## src/rtl/regfile_write_arbiter_pkg.sv

```systemverilog
// Shared sizes and helpers for the register-file write arbiter.
// Holds the requester count, address/data widths and the enabled 5-to-32 decoder.
package regfile_write_arbiter_pkg;

  localparam int NUM_REQ = 4;
  localparam int REG_AW  = 5;
  localparam int DATA_W  = 32;
  localparam int CNT_W   = 16;
  localparam int IDX_W   = 2;

  // Enabled 5-to-32 decoder shared with the rest of the register-file logic.
  function automatic logic [31:0] decode_5to32(input logic en, input logic [4:0] addr);
    logic [31:0] onehot;
    onehot = '0;
    if (en) begin
      onehot[addr] = 1'b1;
    end
    return onehot;
  endfunction

endpackage

```

## src/rtl/regfile_write_arbiter_rr_pick4.sv

```systemverilog
// Four-way round-robin picker: one-hot grant for the first valid requester
// found when searching upward from the requester after last.
module rr_pick4 (
  input  logic [3:0] valid,
  input  logic [1:0] last,
  output logic [3:0] grant
);

  logic [1:0] idx;

  // Walk from the farthest candidate (last itself) to the nearest (last+1),
  // so the nearest valid requester overwrites any farther one.
  always_comb begin
    grant = '0;
    idx   = '0;
    for (int k = 4; k >= 1; k--) begin
      idx = last + 2'(k);
      if (valid[idx]) begin
        grant = '0;
        grant[idx] = 1'b1;
      end
    end
  end

endmodule

```

## src/rtl/regfile_write_arbiter.sv

```systemverilog
// Round-robin arbiter funnelling four write requesters into one register-file
// write port, with a registered write stage and a saturating conflict counter.
module regfile_write_arbiter
  import regfile_write_arbiter_pkg::*;
#(
  parameter int DATA_W  = regfile_write_arbiter_pkg::DATA_W,
  parameter int NUM_REQ = regfile_write_arbiter_pkg::NUM_REQ
) (
  input  logic                        clock,
  input  logic                        reset,
  input  logic                        stall,
  input  logic [NUM_REQ-1:0]          req_valid,
  input  logic [NUM_REQ*REG_AW-1:0]   req_addr,
  input  logic [NUM_REQ*DATA_W-1:0]   req_data,
  output logic [NUM_REQ-1:0]          req_ready,
  output logic                        wr_en,
  output logic [REG_AW-1:0]           wr_addr,
  output logic [DATA_W-1:0]           wr_data,
  output logic [31:0]                 wr_onehot,
  output logic [CNT_W-1:0]            conflict_count
);

  logic [IDX_W-1:0]   last_grant_reg;
  logic               wr_en_reg;
  logic [REG_AW-1:0]  wr_addr_reg;
  logic [DATA_W-1:0]  wr_data_reg;
  logic [CNT_W-1:0]   conflict_count_reg;

  logic [NUM_REQ-1:0] pick;
  logic [NUM_REQ-1:0] grant;
  logic               transfer;
  logic               conflict;
  logic [IDX_W-1:0]   grant_idx;
  logic [REG_AW-1:0]  sel_addr;
  logic [DATA_W-1:0]  sel_data;

  logic [REG_AW-1:0]  addr_slot [NUM_REQ];
  logic [DATA_W-1:0]  data_slot [NUM_REQ];

  genvar gi;
  generate
    for (gi = 0; gi < NUM_REQ; gi++) begin : g_unpack
      assign addr_slot[gi] = req_addr[gi*REG_AW +: REG_AW];
      assign data_slot[gi] = req_data[gi*DATA_W +: DATA_W];
    end
  endgenerate

  rr_pick4 u_pick (
    .valid (req_valid),
    .last  (last_grant_reg),
    .grant (pick)
  );

  assign grant     = (stall || reset) ? '0 : pick;
  assign req_ready = grant;
  assign transfer  = |grant;
  // Two or more bits set: clearing the lowest set bit leaves something behind.
  assign conflict  = (req_valid & (req_valid - 1'b1)) != '0;

  always_comb begin
    grant_idx = '0;
    sel_addr  = '0;
    sel_data  = '0;
    for (int i = 0; i < NUM_REQ; i++) begin
      if (grant[i]) begin
        grant_idx = IDX_W'(i);
        sel_addr  = addr_slot[i];
        sel_data  = data_slot[i];
      end
    end
  end

  always_ff @(posedge clock) begin
    if (reset) begin
      last_grant_reg     <= IDX_W'(NUM_REQ - 1);
      wr_en_reg          <= 1'b0;
      wr_addr_reg        <= '0;
      wr_data_reg        <= '0;
      conflict_count_reg <= '0;
    end else begin
      // Address 0 is accepted and advances priority but never writes.
      wr_en_reg <= transfer && (sel_addr != '0);
      if (transfer) begin
        last_grant_reg <= grant_idx;
        wr_addr_reg    <= sel_addr;
        wr_data_reg    <= sel_data;
      end
      if (conflict && (conflict_count_reg != '1)) begin
        conflict_count_reg <= conflict_count_reg + 1'b1;
      end
    end
  end

  // A write already in the output stage is squashed if reset arrives now.
  assign wr_en          = wr_en_reg & ~reset;
  assign wr_addr        = wr_addr_reg;
  assign wr_data        = wr_data_reg;
  assign wr_onehot      = decode_5to32(wr_en, wr_addr_reg);
  assign conflict_count = conflict_count_reg;

endmodule

```

## config.mk

```make
export PLATFORM = sky130hd
export DESIGN_NAME = regfile_write_arbiter
export DESIGN_NICKNAME = d
export VERILOG_FILES = /design/src/rtl/regfile_write_arbiter_pkg.sv /design/src/rtl/regfile_write_arbiter_rr_pick4.sv /design/src/rtl/regfile_write_arbiter.sv
export SDC_FILE = /design/constraint.sdc
export NUM_CORES = 1
export LEC_CHECK = 0
export CAP_MARGIN = 20
export CORE_MARGIN = 2
export CORE_UTILIZATION = 38
export DETAILED_ROUTE_END_ITERATION = 8
export PLACE_DENSITY = 0.86
export SYNTH_ARGS = -nofsm -noshare
export SYNTH_HDL_FRONTEND = slang
export SYNTH_HIERARCHICAL = 1
export SYNTH_SLANG_ARGS = --single-unit
```

## constraint.sdc

```tcl
create_clock -name clock -period 5 [get_ports clock]
set_input_delay 1 -clock clock [delete_from_list [all_inputs] [get_ports clock]]
set_output_delay 1 -clock clock [all_outputs]
set_load 0.05 [all_outputs]
```

==> results of run 1 <==
-- worst max-delay path, stage by stage --
cell and delay, ps:
clkdlybuf4s50_1 540, mux4_2 610, nor2b_4 150, nand2_1 70
a31oi_1 310, and2_1 220, clkdlybuf4s50_1 810
-- path summary, 6_finish.rpt --
check                        endpoint                      startpoint
max                      req_ready[0]                    req_valid[0]
min          wr_data[21]$_SDFFE_PP0P_        wr_data[21]$_SDFFE_PP0P_
max reg2reg      wr_en_reg$_SDFF_PP0_  last_grant_reg[0]$_SDFFE_PP1P_
min reg2reg  wr_data[21]$_SDFFE_PP0P_        wr_data[21]$_SDFFE_PP0P_
-- routing by layer --
metal  up-vias  global-route usage (%)  part of all wire [%]  wire length, um
met5         -                       0                     0                0
li1       2074                       -                     -                -
met2       235                    52.3                    52             7340
met3        27                    6.48                   9.4             1320
met4         0                    9.38                   2.5              352
met1      2012                    28.9                    36             5040
-- synthesized netlist by cell type (2+ instances only) --
cell type  count
a211o_1        2
a211oi_2       2
a21o_1         5
a21oi_1        2
a221oi_1      33
a22oi_1        2
a31oi_1        3
a32oi_1        3
and2_1         3
buf_1          2
buf_2         16
buf_6          2
clkbuf_1      11
dfxtp_1       56
ha_1           7
inv_1          9
mux2i_1        5
mux4_2         4
nand2_1       62
nand2b_1       3
nand3_1        6
nand3b_1       5
nand4_1        4
nor2_1        57
nor2b_1        2
nor3_1         8
nor4_1         2
nor4_4         2
o21ai_0        6
o21ai_1       30
o22ai_1       36
o2bb2ai_1      4
or3_1          3
or3b_2         2
xnor2_1       11
-- where the power goes --
part           internal, mW  switching [mW]  total (mW)
Combinational         0.594           0.984        1.58
Clock                 0.197           0.149       0.346
Sequential            0.589           0.108       0.697
Total                  1.38            1.24        2.62
-- area by class of cell --
type	instances	area (sq um)	area share, %
clock buffer	5	68.8	1.12
clock inverter	2	60.1	0.981
inverter	10	37.5	0.613
multi-input combinational	335	2170	35.5
sequential	56	1120	18.3
tap	108	135	2.21
timing repair buffer	254	2530	41.3
-- logic make-up after synthesis --
group	after synthesis	share of synthesized area, %
compound gates	136	27.6
xor+xnor	11	2.76
fa+ha+maj	7	2.51
buf+inv	43	5.77
flops	56	32.1
mux	9	4.01
simple gates	172	25.3
-- through the flow --
step	total power [mW]	hold slack (ps)	std cells	util, %
detailed placement	2.28	441	763	68.0
floorplan	1.70	550	434	-
global placement	2.25	437	763	68.0
global route	2.75	483	770	69.5
finish	2.62	453	770	69.5
CTS	2.63	455	770	69.5
==> run_results.csv, run 1 <==
group,metric,value,unit
setup_path,crit_path_max_fanout,8,
global_routing,antenna_found_initial,0,
yosys,syn_area,3490,sq um
cells_and_area,drive_above_1_share,7.55,%
route,drtAntennaViolNets,0,
clocking,clockBufferDepth,2,
route,first_pass_iters,4,
flow_run,maxCapViolations,0,
setup_path,end_kind,"output pin",
clocking,ctsResizeCount,0,
route,num_vias,4348,
placement,io_buffer_count,244,
cells_and_area,insertedDiodeCount,0,
yosys,ys_warn_count,6,
setup_path,crit_type,"primary input to output pin",
clocking,cts_sinks,56,
sta,rsz0062_at_grt,"false",
floorplanning,rows,34,
setup_path,worstPathArrival,3710,ps
global_routing,grt_pass1_vias,4377,
cells_and_area,areaGrowthSynthToFinish,75.2,%
clocking,cts_root_buf,"clkbuf_8",
yosys,yosysTopAreaCellShare,32.1,%
clocking,path_clk_slew,100,ps
sta,fin_skew,2.66,ps
cells_and_area,final_area,6120,sq um
floorplanning,fp.dieW,99.9,um
setup_path,r2r_slack,1330,ps
sta,setup_slack,292,ps
sta,fin_crit_sh,94.2,%
floorplanning,die_y,99.9,um
yosys,synth_seq_cells,56,
sta,fmax,0.212,GHz
clocking,cts_tree,"built",
route,route.final.wire_length,14100,um
global_routing,grt_max_degree,39,
yosys,async_reset_ff_share,0,%
cells_and_area,final_nets,824,
run_status,status,"completed",
global_routing,grt_usage,27.3,%
cells_and_area,largest_reg_flops,32,
yosys,synth.avg_cell_area,8.05,sq um
floorplanning,core-area,8810,sq um
route,drtIter0Drc,153,
setup_path,worst-endpoint-required,4000,ps
power,ir_drop,0.237,mV
sta,max_slew_margin,52.5,%
yosys,synth_edf_count,0,
global_routing,grt.overflow.total,0,
cells_and_area,fillers,708,
worst_hold_path,hp-class,"flip-flop to flip-flop",
route,wl_per_cell,18.2,um
placement,placed_area,5990,sq um
cells_and_area,final_cell_mix,"clkdlybuf4s50_1 (233), nand2_1 (62), nor2_1 (57)",
yosys,synthTopCellsByArea,"dfxtp_1 (32%), a221oi_1 (8.3%), nand2_1 (6.7%), o22ai_1 (6.4%), nor2_1 (6.1%)",
sta,finalSetupViolCount,0,
placement,dp_hpwl,11000,um
yosys,yosysTopAreaCell,"dfxtp_1",
floorplanning,start_util,39.7,%
power,p_per_area,428,nW/um^2
clocking,h-tree-depth,2,
global_routing,grt_pass1_wl,21500,um
yosys,synthCells,434,
sta,drv_slew,0,
cells_and_area,layout_commonest_cell,"clkdlybuf4s50_1",
yosys,synth_nets,596,
clocking,clk_latency,300,ps
setup_path,worstRegToRegCells,13,
setup_path,critPathLaunchType,"primary input",
floorplanning,dieArea,9980,sq um
sta,post-route-min-period,4710,ps
clocking,post_cts.repair.setup_buffers,0,
placement,dpl_worst_slack,333,ps
power,p_leak,2.24,nW
clocking,postCtsHoldBufs,0,
yosys,ys_seq_area_share,32.1,%
route,drc,0,
floorplanning,io_pins,245,
sta,worst_pin_slew,706,ps
sta,finalSetupTns,0,ps
clocking,cts-buffers-inserted,5,
worst_hold_path,hold-path-cell-count,2,
placement,gp_congestion,0.927,
yosys,synth_cell_types,59,
yosys,synthFlopType,"dfxtp_1",
sta,hold_viol_final,0,
route,via_per_inst,5.65,
Note: power is estimated with default switching activity, not from simulation.
==> inputs of run 2 (changes only) <==
--- a/config.mk
+++ b/config.mk
@@ -12,2 +12,3 @@
 export PLACE_DENSITY = 0.86
+export SKIP_LAST_GASP = 1
 export SYNTH_ARGS = -nofsm -noshare
==> constraint.sdc (replaced) <==
create_clock -name clock -period 5 [get_ports clock]
set_input_delay 0.5 -clock clock [delete_from_list [all_inputs] [get_ports clock]]
set_output_delay 0.5 -clock clock [all_outputs]
set_load 0.05 [all_outputs]
==> run 2 against run 1 <==
- combinational power about the same
- critical endpoint is now req_ready[1]
- die area did not move
- clock skew grew 5.7 ps
- largest power group unchanged
==> run_results.csv, run 2 (synthesized netlist as in run 1, its figures left out) <==
group,metric,value,unit
run_status,status,"completed",
sta,fin_crit_sh,82.0,%
clocking,cts-buffers-inserted,5,
placement,dpl_worst_slack,1130,ps
route,drtIter0Drc,140,
placement,io_buffer_count,244,
setup_path,worstPathArrival,3600,ps
setup_path,reg2reg_from,"last_grant_reg[0]$_SDFFE_PP1P_",
route,wl_per_cell,18.2,um
setup_path,crit_top_cell,"inv_1",
route,first_pass_iters,4,
global_routing,grt.overflow.total,0,
setup_path,crit_cells,9,
global_routing,grt_pass1_vias,4164,
power,p_leak,2.21,nW
clocking,clockBufferDepth,2,
setup_path,crit_path_max_fanout,13,
clocking,postCtsHoldBufs,0,
clocking,cts_sinks,56,
sta,post-route-min-period,4100,ps
setup_path,worst-endpoint-required,4500,ps
setup_path,cpPeakStageDelay,820,ps
worst_hold_path,hold-path-cell-count,2,
power,power,2.62,mW
sta,hold_viol_final,0,
clocking,ctsResizeCount,0,
global_routing,antenna_found_initial,0,
clocking,path_clk_slew,100,ps
setup_path,crit_path_end,"req_ready[1]",
floorplanning,core-area,8810,sq um
cells_and_area,final_cell_mix,"clkdlybuf4s50_1 (243), nand2_1 (62), nor2_1 (57)",
setup_path,critPathLaunchType,"flip-flop",
sta,worst_pin_slew,738,ps
sta,fmax,0.244,GHz
sta,drv_slew,0,
cells_and_area,drive_above_1_share,6.04,%
sta,whs,453,ps
route,route.final.wire_length,14000,um
setup_path,crit_buf_inv,4,
placement,dp_hpwl,11000,um
clocking,cts_root_buf,"clkbuf_8",
sta,rsz0062_at_grt,"false",
floorplanning,io_pins,245,
floorplanning,die_y,99.9,um
setup_path,cp_cell_sequence,"inv_1 > ha_1 > mux4_2 > clkinv_1 > a211oi_2 > o31ai_2 > nand2_1 > inv_1 > clkdlybuf4s50_1",
cells_and_area,areaGrowthSynthToFinish,75.3,%
setup_path,end_kind,"output pin",
cells_and_area,largest_reg_flops,32,
clocking,post_cts.repair.setup_buffers,0,
floorplanning,start_util,39.7,%
setup_path,crit_type,"flip-flop to output pin",
sta,finalSetupViolCount,0,
clocking,cts_tree,"built",
placement,gp_congestion,0.950,
route,via_per_inst,5.67,
sta,max_slew_margin,50.8,%
global_routing,grt_max_degree,39,
cells_and_area,insertedDiodeCount,0,
clocking,h-tree-depth,2,
sta,fin_skew,8.39,ps
floorplanning,dieArea,9980,sq um
power,p_per_area,428,nW/um^2
setup_path,r2r_slack,1260,ps
setup_path,crit_family,"buffers and inverters",
cells_and_area,layout_commonest_cell,"clkdlybuf4s50_1",
global_routing,grt_pass1_wl,20900,um
route,drtAntennaViolNets,0,
sta,setup_slack,900,ps
route,drc,0,
global_routing,grt_usage,26.3,%
flow_run,maxCapViolations,0,
floorplanning,fp.dieW,99.9,um
worst_hold_path,hp-class,"flip-flop to flip-flop",
setup_path,slowest_stage,"clkdlybuf4s50_1",
setup_path,r2r-end,"wr_data[5]$_SDFFE_PP0P_",
power,ir_drop,0.221,mV
placement,dp_cells,762,
setup_path,worstRegToRegCells,12,
cells_and_area,final_nets,824,
floorplanning,rows,34,
clocking,clk_latency,310,ps
sta,finalSetupTns,0,ps
cells_and_area,finalNonFillerCells,770,
setup_path,startpoint,"last_grant_reg[0]$_SDFFE_PP1P_",
route,num_vias,4364,
run 2: changes by cell type in the layout (fill, tap and decap cells not counted):
cell	previous run	this run
buf_4	18	9
buf_12	3	1
clkdlybuf4s50_1	233	243
buf_6	0	1
run 2: through the flow:
step	util (%)	cell area (sq um)
after floorplan	-	3490
after global placement	68.0	5980
after detailed placement	68.0	5980
after CTS	69.4	6110
after global routing	69.6	6120
final	69.6	6120
run 2: worst min path at each step:
stage	from	slack, ps	to
after floorplan	last_grant_reg[0]$_SDFFE_PP1P_	550	last_grant_reg[0]$_SDFFE_PP1P_
after global placement	wr_data[2]$_SDFFE_PP0P_	440	wr_data[2]$_SDFFE_PP0P_
after detailed placement	wr_data[4]$_SDFFE_PP0P_	440	wr_data[4]$_SDFFE_PP0P_
after CTS	wr_data[11]$_SDFFE_PP0P_	450	wr_data[11]$_SDFFE_PP0P_
after global routing	wr_data[20]$_SDFFE_PP0P_	470	wr_data[20]$_SDFFE_PP0P_
final	wr_data[11]$_SDFFE_PP0P_	450	wr_data[11]$_SDFFE_PP0P_
run 2: layout make-up:
type	count	area [sq um]
fillers	710	2680
repair buffers	254	2530
multi-input cells	335	2170
flip-flops and latches	56	1120
well taps	108	135
clock buffers	5	68.8
clock inverters	2	60.1
inverters	10	37.5
run 2: metal layers:
layer / GRT usage, % / wire [um]
met1: 29.0 / 5160
met2: 48.1 / 7070
met3: 6.34 / 1260
met4: 10.7 / 493
met5: 0 / 0
run 2: tightest hold or removal path, cell delays in order, from the launching register on:
cell     delay, ps
dfxtp_1        320
nand2_1         50
o21ai_1         50
run 2: where the power goes:
group / internal, mW / switching, mW / total (mW)
Clock: 0.197 / 0.149 / 0.346
Combinational: 0.593 / 0.980 / 1.57
Sequential: 0.589 / 0.112 / 0.701
Total: 1.38 / 1.24 / 2.62
